==> src/rtl/mem_access_arbiter_if.sv <==
// Bus bundle between the nRisc fetch / load-store stages, the arbiter and
// the 256x8 data memory. The arbiter uses the slave view; the requesters
// plus memory side use the master view.
interface mem_access_arbiter_if #(
    parameter int ADDR_W = 8,
    parameter int DATA_W = 8
);
    // fetch port
    logic              if_req;
    logic [ADDR_W-1:0] if_addr;
    logic              if_ack;
    logic [DATA_W-1:0] if_rdata;
    // load/store port
    logic              ls_req;
    logic              ls_we;
    logic [ADDR_W-1:0] ls_addr;
    logic [DATA_W-1:0] ls_wdata;
    logic              ls_ack;
    logic [DATA_W-1:0] ls_rdata;
    // memory control pins
    logic              mem_ctrl;
    logic              mem_op;
    logic [ADDR_W-1:0] mem_index;
    logic [ADDR_W-1:0] mem_index_lw;
    logic [DATA_W-1:0] mem_wdata;
    logic [DATA_W-1:0] mem_rdata;
    logic              mem_resp;
    // status
    logic              busy;

    modport slave (
        input  if_req, if_addr, ls_req, ls_we, ls_addr, ls_wdata,
        input  mem_rdata, mem_resp,
        output if_ack, if_rdata, ls_ack, ls_rdata,
        output mem_ctrl, mem_op, mem_index, mem_index_lw, mem_wdata,
        output busy
    );

    modport master (
        output if_req, if_addr, ls_req, ls_we, ls_addr, ls_wdata,
        output mem_rdata, mem_resp,
        input  if_ack, if_rdata, ls_ack, ls_rdata,
        input  mem_ctrl, mem_op, mem_index, mem_index_lw, mem_wdata,
        input  busy
    );
endinterface

==> src/rtl/mem_access_arbiter.sv <==
// mem_access_arbiter: shares the single data memory between the read-only
// fetch port and the load/store port. Each port uses level req / 1-cycle ack;
// the memory uses a toggle handshake (mem_ctrl edge starts an access, a
// mem_resp edge ends it). Round-robin between ports when both request.
// Optional feature: define MEM_ARB_TIMEOUT_EN to abort a WAIT that lasts
// TIMEOUT_CYC cycles (adds the sticky o_err output).
module mem_access_arbiter #(
    parameter int ADDR_W      = 8,
    parameter int DATA_W      = 8,
    parameter int TIMEOUT_CYC = 15
) (
    input  logic i_clock,
    input  logic i_reset,
`ifdef MEM_ARB_TIMEOUT_EN
    output logic o_err,
`endif
    mem_access_arbiter_if.slave bus
);

    typedef enum logic [1:0] {
        S_IDLE  = 2'd0,
        S_SETUP = 2'd1,
        S_WAIT  = 2'd2,
        S_DONE  = 2'd3
    } state_t;

    state_t r_state;
    state_t w_next;

    logic              r_resp_q;      // registered mem_resp
    logic              r_exp;         // resp level that means "access done"
    logic              r_last_ls;     // last completed grant: 1 = LS, 0 = IF
    logic              r_grant_ls;    // current grant
    logic              r_grant_we;    // current grant is a store
    logic              r_mem_ctrl;
    logic              r_mem_op;
    logic [ADDR_W-1:0] r_mem_index;
    logic [ADDR_W-1:0] r_mem_index_lw;
    logic [DATA_W-1:0] r_mem_wdata;
    logic              r_if_ack;
    logic              r_ls_ack;
    logic [DATA_W-1:0] r_if_rdata;
    logic [DATA_W-1:0] r_ls_rdata;

    logic w_any_req;
    logic w_pick_ls;
    logic w_complete;
    logic w_timeout;
    logic w_start;
    logic w_fire;
    logic w_finish;

    assign w_any_req  = bus.if_req | bus.ls_req;
    assign w_complete = (r_resp_q == r_exp);

    // Single requester wins outright; with both pending the port that did
    // not get the last grant wins, so contention always alternates.
    always_comb begin
        w_pick_ls = 1'b0;
        if (bus.ls_req && !bus.if_req)
            w_pick_ls = 1'b1;
        else if (bus.ls_req && bus.if_req)
            w_pick_ls = ~r_last_ls;
    end

`ifdef MEM_ARB_TIMEOUT_EN
    logic [7:0] r_cnt;
    logic       r_err;

    // Count cycles spent in WAIT; cleared whenever the FSM is elsewhere.
    always_ff @(posedge i_clock) begin
        if (i_reset)
            r_cnt <= 8'd0;
        else if (r_state == S_WAIT)
            r_cnt <= r_cnt + 8'd1;
        else
            r_cnt <= 8'd0;
    end

    assign w_timeout = (r_state == S_WAIT) && !w_complete &&
                       (r_cnt == 8'(TIMEOUT_CYC - 1));

    // Sticky error flag: once a timeout is seen it stays until reset.
    always_ff @(posedge i_clock) begin
        if (i_reset)
            r_err <= 1'b0;
        else if (w_timeout)
            r_err <= 1'b1;
    end

    assign o_err = r_err;
`else
    logic w_unused_timeout_cfg;
    assign w_unused_timeout_cfg = ^TIMEOUT_CYC;
    assign w_timeout = 1'b0;
`endif

    // State register.
    always_ff @(posedge i_clock) begin
        if (i_reset)
            r_state <= S_IDLE;
        else
            r_state <= w_next;
    end

    // Next-state logic and one-cycle strobes for the datapath.
    always_comb begin
        w_next   = r_state;
        w_start  = 1'b0;
        w_fire   = 1'b0;
        w_finish = 1'b0;
        case (r_state)
            S_IDLE: begin
                if (w_any_req) begin
                    w_start = 1'b1;
                    w_next  = S_SETUP;
                end
            end
            S_SETUP: begin
                // lines were set up last cycle; now they are stable
                w_fire = 1'b1;
                w_next = S_WAIT;
            end
            S_WAIT: begin
                if (w_complete || w_timeout) begin
                    w_finish = 1'b1;
                    w_next   = S_DONE;
                end
            end
            S_DONE: begin
                w_next = S_IDLE;
            end
            default: w_next = S_IDLE;
        endcase
    end

    // Datapath: grant/memory-line latching, toggle, capture, ack pulse.
    // In IDLE exp continually tracks resp_q, so a late response edge from an
    // access killed by reset (or a timeout) is absorbed before the next one.
    always_ff @(posedge i_clock) begin
        if (i_reset) begin
            r_resp_q       <= 1'b0;
            r_exp          <= 1'b0;
            r_last_ls      <= 1'b1;
            r_grant_ls     <= 1'b0;
            r_grant_we     <= 1'b0;
            r_mem_ctrl     <= 1'b0;
            r_mem_op       <= 1'b0;
            r_mem_index    <= '0;
            r_mem_index_lw <= '0;
            r_mem_wdata    <= '0;
            r_if_ack       <= 1'b0;
            r_ls_ack       <= 1'b0;
            r_if_rdata     <= '0;
            r_ls_rdata     <= '0;
        end else begin
            r_resp_q <= bus.mem_resp;
            r_if_ack <= 1'b0;
            r_ls_ack <= 1'b0;

            if (r_state == S_IDLE)
                r_exp <= r_resp_q;

            if (w_start) begin
                r_grant_ls <= w_pick_ls;
                r_grant_we <= w_pick_ls & bus.ls_we;
                if (w_pick_ls && bus.ls_we) begin
                    r_mem_op    <= 1'b1;
                    r_mem_index <= bus.ls_addr;
                    r_mem_wdata <= bus.ls_wdata;
                end else if (w_pick_ls) begin
                    r_mem_op       <= 1'b0;
                    r_mem_index_lw <= bus.ls_addr;
                end else begin
                    // fetch is always a read
                    r_mem_op       <= 1'b0;
                    r_mem_index_lw <= bus.if_addr;
                end
            end

            if (w_fire) begin
                r_mem_ctrl <= ~r_mem_ctrl;
                r_exp      <= ~r_exp;
            end

            if (w_finish) begin
                if (w_timeout)
                    r_exp <= r_resp_q;
                if (r_grant_ls) begin
                    r_ls_ack <= 1'b1;
                    if (!r_grant_we)
                        r_ls_rdata <= w_timeout ? '0 : bus.mem_rdata;
                end else begin
                    r_if_ack   <= 1'b1;
                    r_if_rdata <= w_timeout ? '0 : bus.mem_rdata;
                end
            end

            if (r_state == S_DONE)
                r_last_ls <= r_grant_ls;
        end
    end

    assign bus.mem_ctrl     = r_mem_ctrl;
    assign bus.mem_op       = r_mem_op;
    assign bus.mem_index    = r_mem_index;
    assign bus.mem_index_lw = r_mem_index_lw;
    assign bus.mem_wdata    = r_mem_wdata;
    assign bus.if_ack       = r_if_ack;
    assign bus.ls_ack       = r_ls_ack;
    assign bus.if_rdata     = r_if_rdata;
    assign bus.ls_rdata     = r_ls_rdata;
    assign bus.busy         = (r_state != S_IDLE);

endmodule
==> src/flat_wrapper.sv <==
// flat-port wrapper written by rule: the top's interface ports become plain ports
module mem_access_arbiter_flat 
#(
    parameter int ADDR_W      = 8,
    parameter int DATA_W      = 8,
    parameter int TIMEOUT_CYC = 15
)
  (i_clock, i_reset, bus_if_req, bus_if_addr, bus_ls_req, bus_ls_we, bus_ls_addr, bus_ls_wdata, bus_mem_rdata, bus_mem_resp, bus_if_ack, bus_if_rdata, bus_ls_ack, bus_ls_rdata, bus_mem_ctrl, bus_mem_op, bus_mem_index, bus_mem_index_lw, bus_mem_wdata, bus_busy);
  mem_access_arbiter_if #(.ADDR_W(ADDR_W), .DATA_W(DATA_W)) bus_i ();
  input  logic i_clock;
  input  logic i_reset;
  input wire logic [$bits(bus_i.if_req)-1:0] bus_if_req;
  input wire logic [$bits(bus_i.if_addr)-1:0] bus_if_addr;
  input wire logic [$bits(bus_i.ls_req)-1:0] bus_ls_req;
  input wire logic [$bits(bus_i.ls_we)-1:0] bus_ls_we;
  input wire logic [$bits(bus_i.ls_addr)-1:0] bus_ls_addr;
  input wire logic [$bits(bus_i.ls_wdata)-1:0] bus_ls_wdata;
  input wire logic [$bits(bus_i.mem_rdata)-1:0] bus_mem_rdata;
  input wire logic [$bits(bus_i.mem_resp)-1:0] bus_mem_resp;
  output wire logic [$bits(bus_i.if_ack)-1:0] bus_if_ack;
  output wire logic [$bits(bus_i.if_rdata)-1:0] bus_if_rdata;
  output wire logic [$bits(bus_i.ls_ack)-1:0] bus_ls_ack;
  output wire logic [$bits(bus_i.ls_rdata)-1:0] bus_ls_rdata;
  output wire logic [$bits(bus_i.mem_ctrl)-1:0] bus_mem_ctrl;
  output wire logic [$bits(bus_i.mem_op)-1:0] bus_mem_op;
  output wire logic [$bits(bus_i.mem_index)-1:0] bus_mem_index;
  output wire logic [$bits(bus_i.mem_index_lw)-1:0] bus_mem_index_lw;
  output wire logic [$bits(bus_i.mem_wdata)-1:0] bus_mem_wdata;
  output wire logic [$bits(bus_i.busy)-1:0] bus_busy;
  assign bus_i.if_req = bus_if_req;
  assign bus_i.if_addr = bus_if_addr;
  assign bus_i.ls_req = bus_ls_req;
  assign bus_i.ls_we = bus_ls_we;
  assign bus_i.ls_addr = bus_ls_addr;
  assign bus_i.ls_wdata = bus_ls_wdata;
  assign bus_i.mem_rdata = bus_mem_rdata;
  assign bus_i.mem_resp = bus_mem_resp;
  assign bus_if_ack = bus_i.if_ack;
  assign bus_if_rdata = bus_i.if_rdata;
  assign bus_ls_ack = bus_i.ls_ack;
  assign bus_ls_rdata = bus_i.ls_rdata;
  assign bus_mem_ctrl = bus_i.mem_ctrl;
  assign bus_mem_op = bus_i.mem_op;
  assign bus_mem_index = bus_i.mem_index;
  assign bus_mem_index_lw = bus_i.mem_index_lw;
  assign bus_mem_wdata = bus_i.mem_wdata;
  assign bus_busy = bus_i.busy;
  mem_access_arbiter #(.ADDR_W(ADDR_W), .DATA_W(DATA_W), .TIMEOUT_CYC(TIMEOUT_CYC)) u_core (.i_clock(i_clock), .i_reset(i_reset), .bus(bus_i));
endmodule
==> config.mk <==
export PLATFORM = sky130hd
export DESIGN_NAME = mem_access_arbiter_flat
export DESIGN_NICKNAME = d
export VERILOG_FILES = /design/src/rtl/mem_access_arbiter_if.sv /design/src/rtl/mem_access_arbiter.sv /design/src/flat_wrapper.sv
export SDC_FILE = /design/constraint.sdc
export NUM_CORES = 1
export LEC_CHECK = 0
export ABC_AREA = 0
export BUFFER_PORTS_ARGS = -buffer_cell sky130_fd_sc_hd__clkbuf_2
export CAP_MARGIN = 5
export CORE_MARGIN = 2
export CORE_UTILIZATION = 49
export CTS_CLUSTER_SIZE = 10
export DETAILED_ROUTE_END_ITERATION = 8
export GPL_ROUTABILITY_DRIVEN = 0
export PLACE_DENSITY = 0.79
export SLEW_MARGIN = 20
export SYNTH_ARGS = -nofsm -noshare
export SYNTH_HDL_FRONTEND = slang
export SYNTH_SLANG_ARGS = --single-unit
==> constraint.sdc <==
create_clock -name i_clock -period 2 [get_ports i_clock]
set_input_delay 0.5 -clock i_clock [delete_from_list [all_inputs] [get_ports i_clock]]
set_output_delay 0.5 -clock i_clock [all_outputs]
set_load 0.02 [all_outputs]
### Word level (Yosys, flattened, before mapping)

Index checks and enable logic that the tools add are counted.

| cells by class | value |
|---|---|
| reduce and logical (&&, ||, !) cells | 13 |
| multiplexer cells | 16 |
| equal/unequal tests | 6 |
| bitwise logic cells | 9 |

Operators with widths:

| kind | number |
|---|---|
| 2-to-1 mux 1 bit | 12 |
| 2-to-1 mux 8 bit | 1 |
| case mux 2 bit (4 select lines) | 1 |
| AND reduction 2 bit | 4 |
| inverter 1 bit | 7 |
| equality test 2 bit, second input constant | 2 |
| 2-to-1 mux 2 bit | 2 |
| inequality test 2 x 1 -> 1 bit, second input constant | 2 |
| nonzero test 2 bit | 2 |
| logical AND 1 bit | 3 |
| AND reduction 3 bit | 1 |
| equality test 2 x 1 -> 1 bit, second input constant | 1 |
| logical NOT 2 bit | 1 |
| OR reduction 2 bit | 1 |
| bitwise AND 1 bit | 1 |
| equality test 1 bit | 1 |
| logical NOT 1 bit | 1 |
| bitwise OR 1 bit | 1 |

| storage, ports and cells | value |
|---|---|
| bits of input ports | 38 |
| output and inout bits | 45 |
| register bits | 51 |

### Logic depth before layout (Yosys ltp)

| logic depth | value |
|---|---|
| depth in word-level cells | 6 |
| mapped depth | 8 |

### Worst setup path before layout

OpenSTA, ideal clock, no wires.

| path | value |
|---|---|
| path kind | register to register |
| start | register u_core.r_state[0] |
| end | register u_core.r_mem_index_lw[0], in the netlist u_core.bus.mem_index_lw[0] |
| path slack | 0.367 ns |
| required time | 1.912 ns |
| arrival time | 1.545 ns |
| stages on the path, launching flop included | 9 |
| library setup time | 0.088 ns |
| buffers on the path | 3 |
| path through | dfxtp_1 -> inv_1 -> ha_1 -> buf_2 -> and3b_1 -> buf_2 -> a21o_1 -> buf_6 -> a311oi_2 |

| between the ends | value |
|---|---|
| longest elaborated chain between the ends | 3 |

RTL lines:

| element | line | text |
|---|---|---|
| start, declared | mem_access_arbiter.sv:27 | `state_t r_state;` |
| start signal, assigned | mem_access_arbiter.sv:103 | `r_state <= w_next;` |
| logical NOT 2 bit | mem_access_arbiter.sv:112 | `case (r_state)` |
| 2-to-1 mux 1 bit | mem_access_arbiter.sv:112 |  |
| AND reduction 2 bit (no line) | n/a |  |
| end signal, assigned | mem_access_arbiter.sv:173 | `r_mem_index_lw <= bus.ls_addr;` |
| end signal, assigned | mem_access_arbiter.sv:177 | `r_mem_index_lw <= bus.if_addr;` |
| end, declared | mem_access_arbiter.sv:38 | `logic [ADDR_W-1:0] r_mem_index_lw;` |

Every way passes these cells.
A chain may end at the register's enable or synchronous reset.

### Worst setup path after layout

| path | value |
|---|---|
| start | register u_core.r_state[0] |
| end | output bus_busy |

| between the ends | value |
|---|---|
| longest elaborated chain between the ends | 1 |

RTL lines:

| element | line | text |
|---|---|---|
| nonzero test 2 bit | mem_access_arbiter.sv:213 | `assign bus.busy = (r_state != S_IDLE);` |
| end, declared | flat_wrapper.sv:29 | `output wire logic [$bits(bus_i.busy)-1:0] bus_busy;` |

Every way passes these cells.

==> impl_metrics.py <==
metrics = {
    "status": {
        "run_status": "complete, no violations",
    },
    "setup_path": {
        "crit_chain": "inv_1 -> ha_2 -> inv_1 -> clkbuf_2",
        "highest_net_fanout_along_the_worst_path": 11,
        "critPathKind": "reg -> out",
        "cp.arrival_ns": 1.28,
        "cpMaxStageDelayCell": "dfxtp_1",
        "cp_slowest_stage_delay_ns": 0.34,
        "endpoint_kind": "output port",
        "critPathLaunchType": "flip-flop",
        "regToRegSetupSlack_ns": 0.27,
        "path_common_cell": "inv_1",
        "critical_path_required_ns": 1.50,
    },
    "place": {
        "hpwlAfterDp_um": 3990,
        "port_buffers": 82,
        "placed_area_mm2": 0.00268,
    },
    "die": {
        "ioPinCount": 83,
        "design.die.area_mm2": 0.00517,
        "fp.dieH_um": 71.9,
        "die_x_um": 71.9,
        "fp-row-count": 24,
        "initial_utilization_pct": 51.5,
        "placeableCoreArea_mm2": 0.00438,
    },
    "global_route": {
        "pin_count_of_the_biggest_net_entering_global_routing": 52,
        "gr-total-overflow": 0,
        "grt_pass1_vias": 1948,
        "grt_first_pass_wirelength_um": 9100,
        "global_route.usage.total_pct": 22.1,
        "antenna_violations_before_repair": 0,
    },
    "sta": {
        "finalSetupViolations": 0,
        "period_utilisation_layout_pct": 89.1,
        "final.min_clock_period_ns": 1.78,
        "maxClockFrequency_ghz": 0.561,
        "max-slew-margin-rel_pct": 67.3,
        "grt_setup_unrepaired": "false",
        "worst-slew-pin-transition_ns": 0.490,
        "finalClockSkew_ns": 0.00572,
        "fin_tns_setup_ns": 0,
        "final_hold_viol_count": 0,
        "slew_violations": 0,
    },
    "synthesis": {
        "synth.cell_area_mm2": 0.00226,
        "synth_flop_cell": "dfxtp_1",
        "distinct_cells_synth": 37,
        "synth-seq-cells": 50,
        "asyncSetResetFlopFracSynth_pct": 0,
        "syn-num-nets": 290,
        "library_cell_with_the_largest_summed_area_after_synthesis": "dfxtp_1",
        "netlist.area_leader.share_pct": 44.3,
        "yosys-top-cells-count": "dfxtp_1, nand3_1, a21oi_1",
        "synth_cells": 247,
        "yosysSeqAreaShare_pct": 44.3,
        "synth.area.top_cells": "dfxtp_1, nand3_1, a311oi_2",
        "synth_enable_flop_cells": 0,
        "yosys_warnings": 0,
        "syn-mean-instance-area_um2": 9.15,
        "yosys.cell_count.top_type": "dfxtp_1",
    },
    "cells_and_area": {
        "fill_cells": 398,
        "ant_cells": 0,
        "design.final.nets": 362,
        "multiInputGateArea_mm2": 0.00113,
        "fin_util_pct": 63.8,
        "layout-drive-gt1-share_pct": 37.5,
        "areaGrowthSynthToFinish_pct": 23.8,
        "layout.area.seq_mm2": 0.00100,
        "layout.cell_area.non_filler_mm2": 0.00280,
    },
    "clock_tree": {
        "clk_transition_reported_paths_ns": 0.08,
        "clock_insertion_delay_worst_skew_ns": 0.30,
        "number_of_sinks_on_the_clock_net": 50,
        "cts_tree": "done",
        "clk_path_buf_depth": 2,
        "cts_made_buffers": 5,
        "cts-htree-levels": 2,
        "clock-root-buffer": "clkbuf_8",
        "cts_hold_buf": 0,
    },
    "pwr": {
        "irDropWorstVdd_mv": 0.689,
        "cellPowerDensity_mw_per_mm2": 1150,
        "cellLeakagePower_uw": 0.00115,
    },
    "drt": {
        "routed-wl-met3_um": 360,
        "ant_nets": 0,
        "detail_route.vias_per_cell": 5.70,
        "wire_per_inst_um": 15.0,
        "drt_wl_total_um": 5590,
        "top_signal_layer_used": "met4",
        "met2WireLength_um": 2690,
        "wirelength_met1_um": 2460,
        "drt_drc_violations_left": 0,
        "vias": 2121,
        "drtPass1Iterations": 5,
        "detail_route.iter0.violations": 163,
    },
    "hold_path": {
        "worstHoldPathType": "in -> reg",
    },
    "job": {
        "timing.max_cap.violations": 0,
    },
}
## what timing repair did
item / 4_1_cts / 5_1_grt
setup buffers: 0 / 0
gates resized for setup: 0 / 2
setup endpoints to repair: 0 / 10
## through the flow
stage               total power [uW]  hold WS, ns  setup slack [ns]  std cells
floorplan                       2180        0.484             0.367        247
global placement                2490        0.457             0.209        364
detailed placement              2520        0.468             0.104        364
CTS                             3220        0.407            0.0672        372
global route                    3400        0.429             0.111        372
finish                          3210        0.411             0.218        372
## layout by cell type (no fill, tap or decap), types with 3 or more instances in the layout
master,Yosys,routed
a311oi_2,8,8
o31ai_1,8,8
nand2_1,18,18
o21ai_1,8,8
nand2b_1,3,3
nand4b_1,8,8
a211oi_1,11,11
ha_1,5,4
a21oi_1,23,23
nor2_1,4,4
a21oi_2,9,9
dfxtp_1,50,50
o21ai_0,16,16
nand3_1,25,25
clkbuf_8,0,5
buf_4,0,6
clkbuf_2,0,82
nor2b_1,3,3
inv_1,3,3
## area by class of cell
type                            instances  area share [%]
Multi-Input combinational cell        169            40.4
Sequential cell                        50            35.8
Timing Repair Buffer                   89            17.0
Clock buffer                            5            2.46
Tap cell                               52            2.33
Clock inverter                          3            1.43
Inverter                                4           0.537
## registers in the layout, indices dropped and copies added (netlist names), 2 cells and up
register and flops:
u_core.bus.if_rdata 8, u_core.bus.ls_rdata 8, u_core.bus.mem_index 8, u_core.bus.mem_index_lw 8
u_core.bus.mem_wdata 8, u_core.r_state 2
## metal layers
layer	GRT usage, %	vias up
met1	30.7	999
met4	8.18	0
met5	0	-
met3	3.47	10
li1	-	1040
met2	35.1	72
## worst paths after layout
kind,depth (start not counted),startpoint,endpoint
worst min-delay path,2,bus_mem_resp,u_core.r_resp_q
worst max-delay path,4,u_core.r_state[0],bus_busy
worst max register to register,5,u_core.r_state[0],u_core.bus.mem_index_lw[0]
worst min register to register,2,u_core.bus.if_rdata[2],u_core.bus.if_rdata[2]
## report_power, final
group | switching [uW] | internal [uW]
combinational | 791 | 451
clock | 325 | 368
sequential | 119 | 1150
## cells by family after synthesis
group | share of synthesized area [%]
simple gates | 16.7
buf+inv | 5.81
fa+ha+maj | 2.77
mux | 0.443
flops | 44.3
compound gates | 28.2
xor+xnor | 1.83
## critical path: cells and delay by family (launching register included)
family | cells | cell delay [ns]
adders and majority gates | 1 | 0.30
buffers and inverters | 3 | 0.36
DFF | 1 | 0.34
No activity file was read; power rests on OpenSTA's default activity.
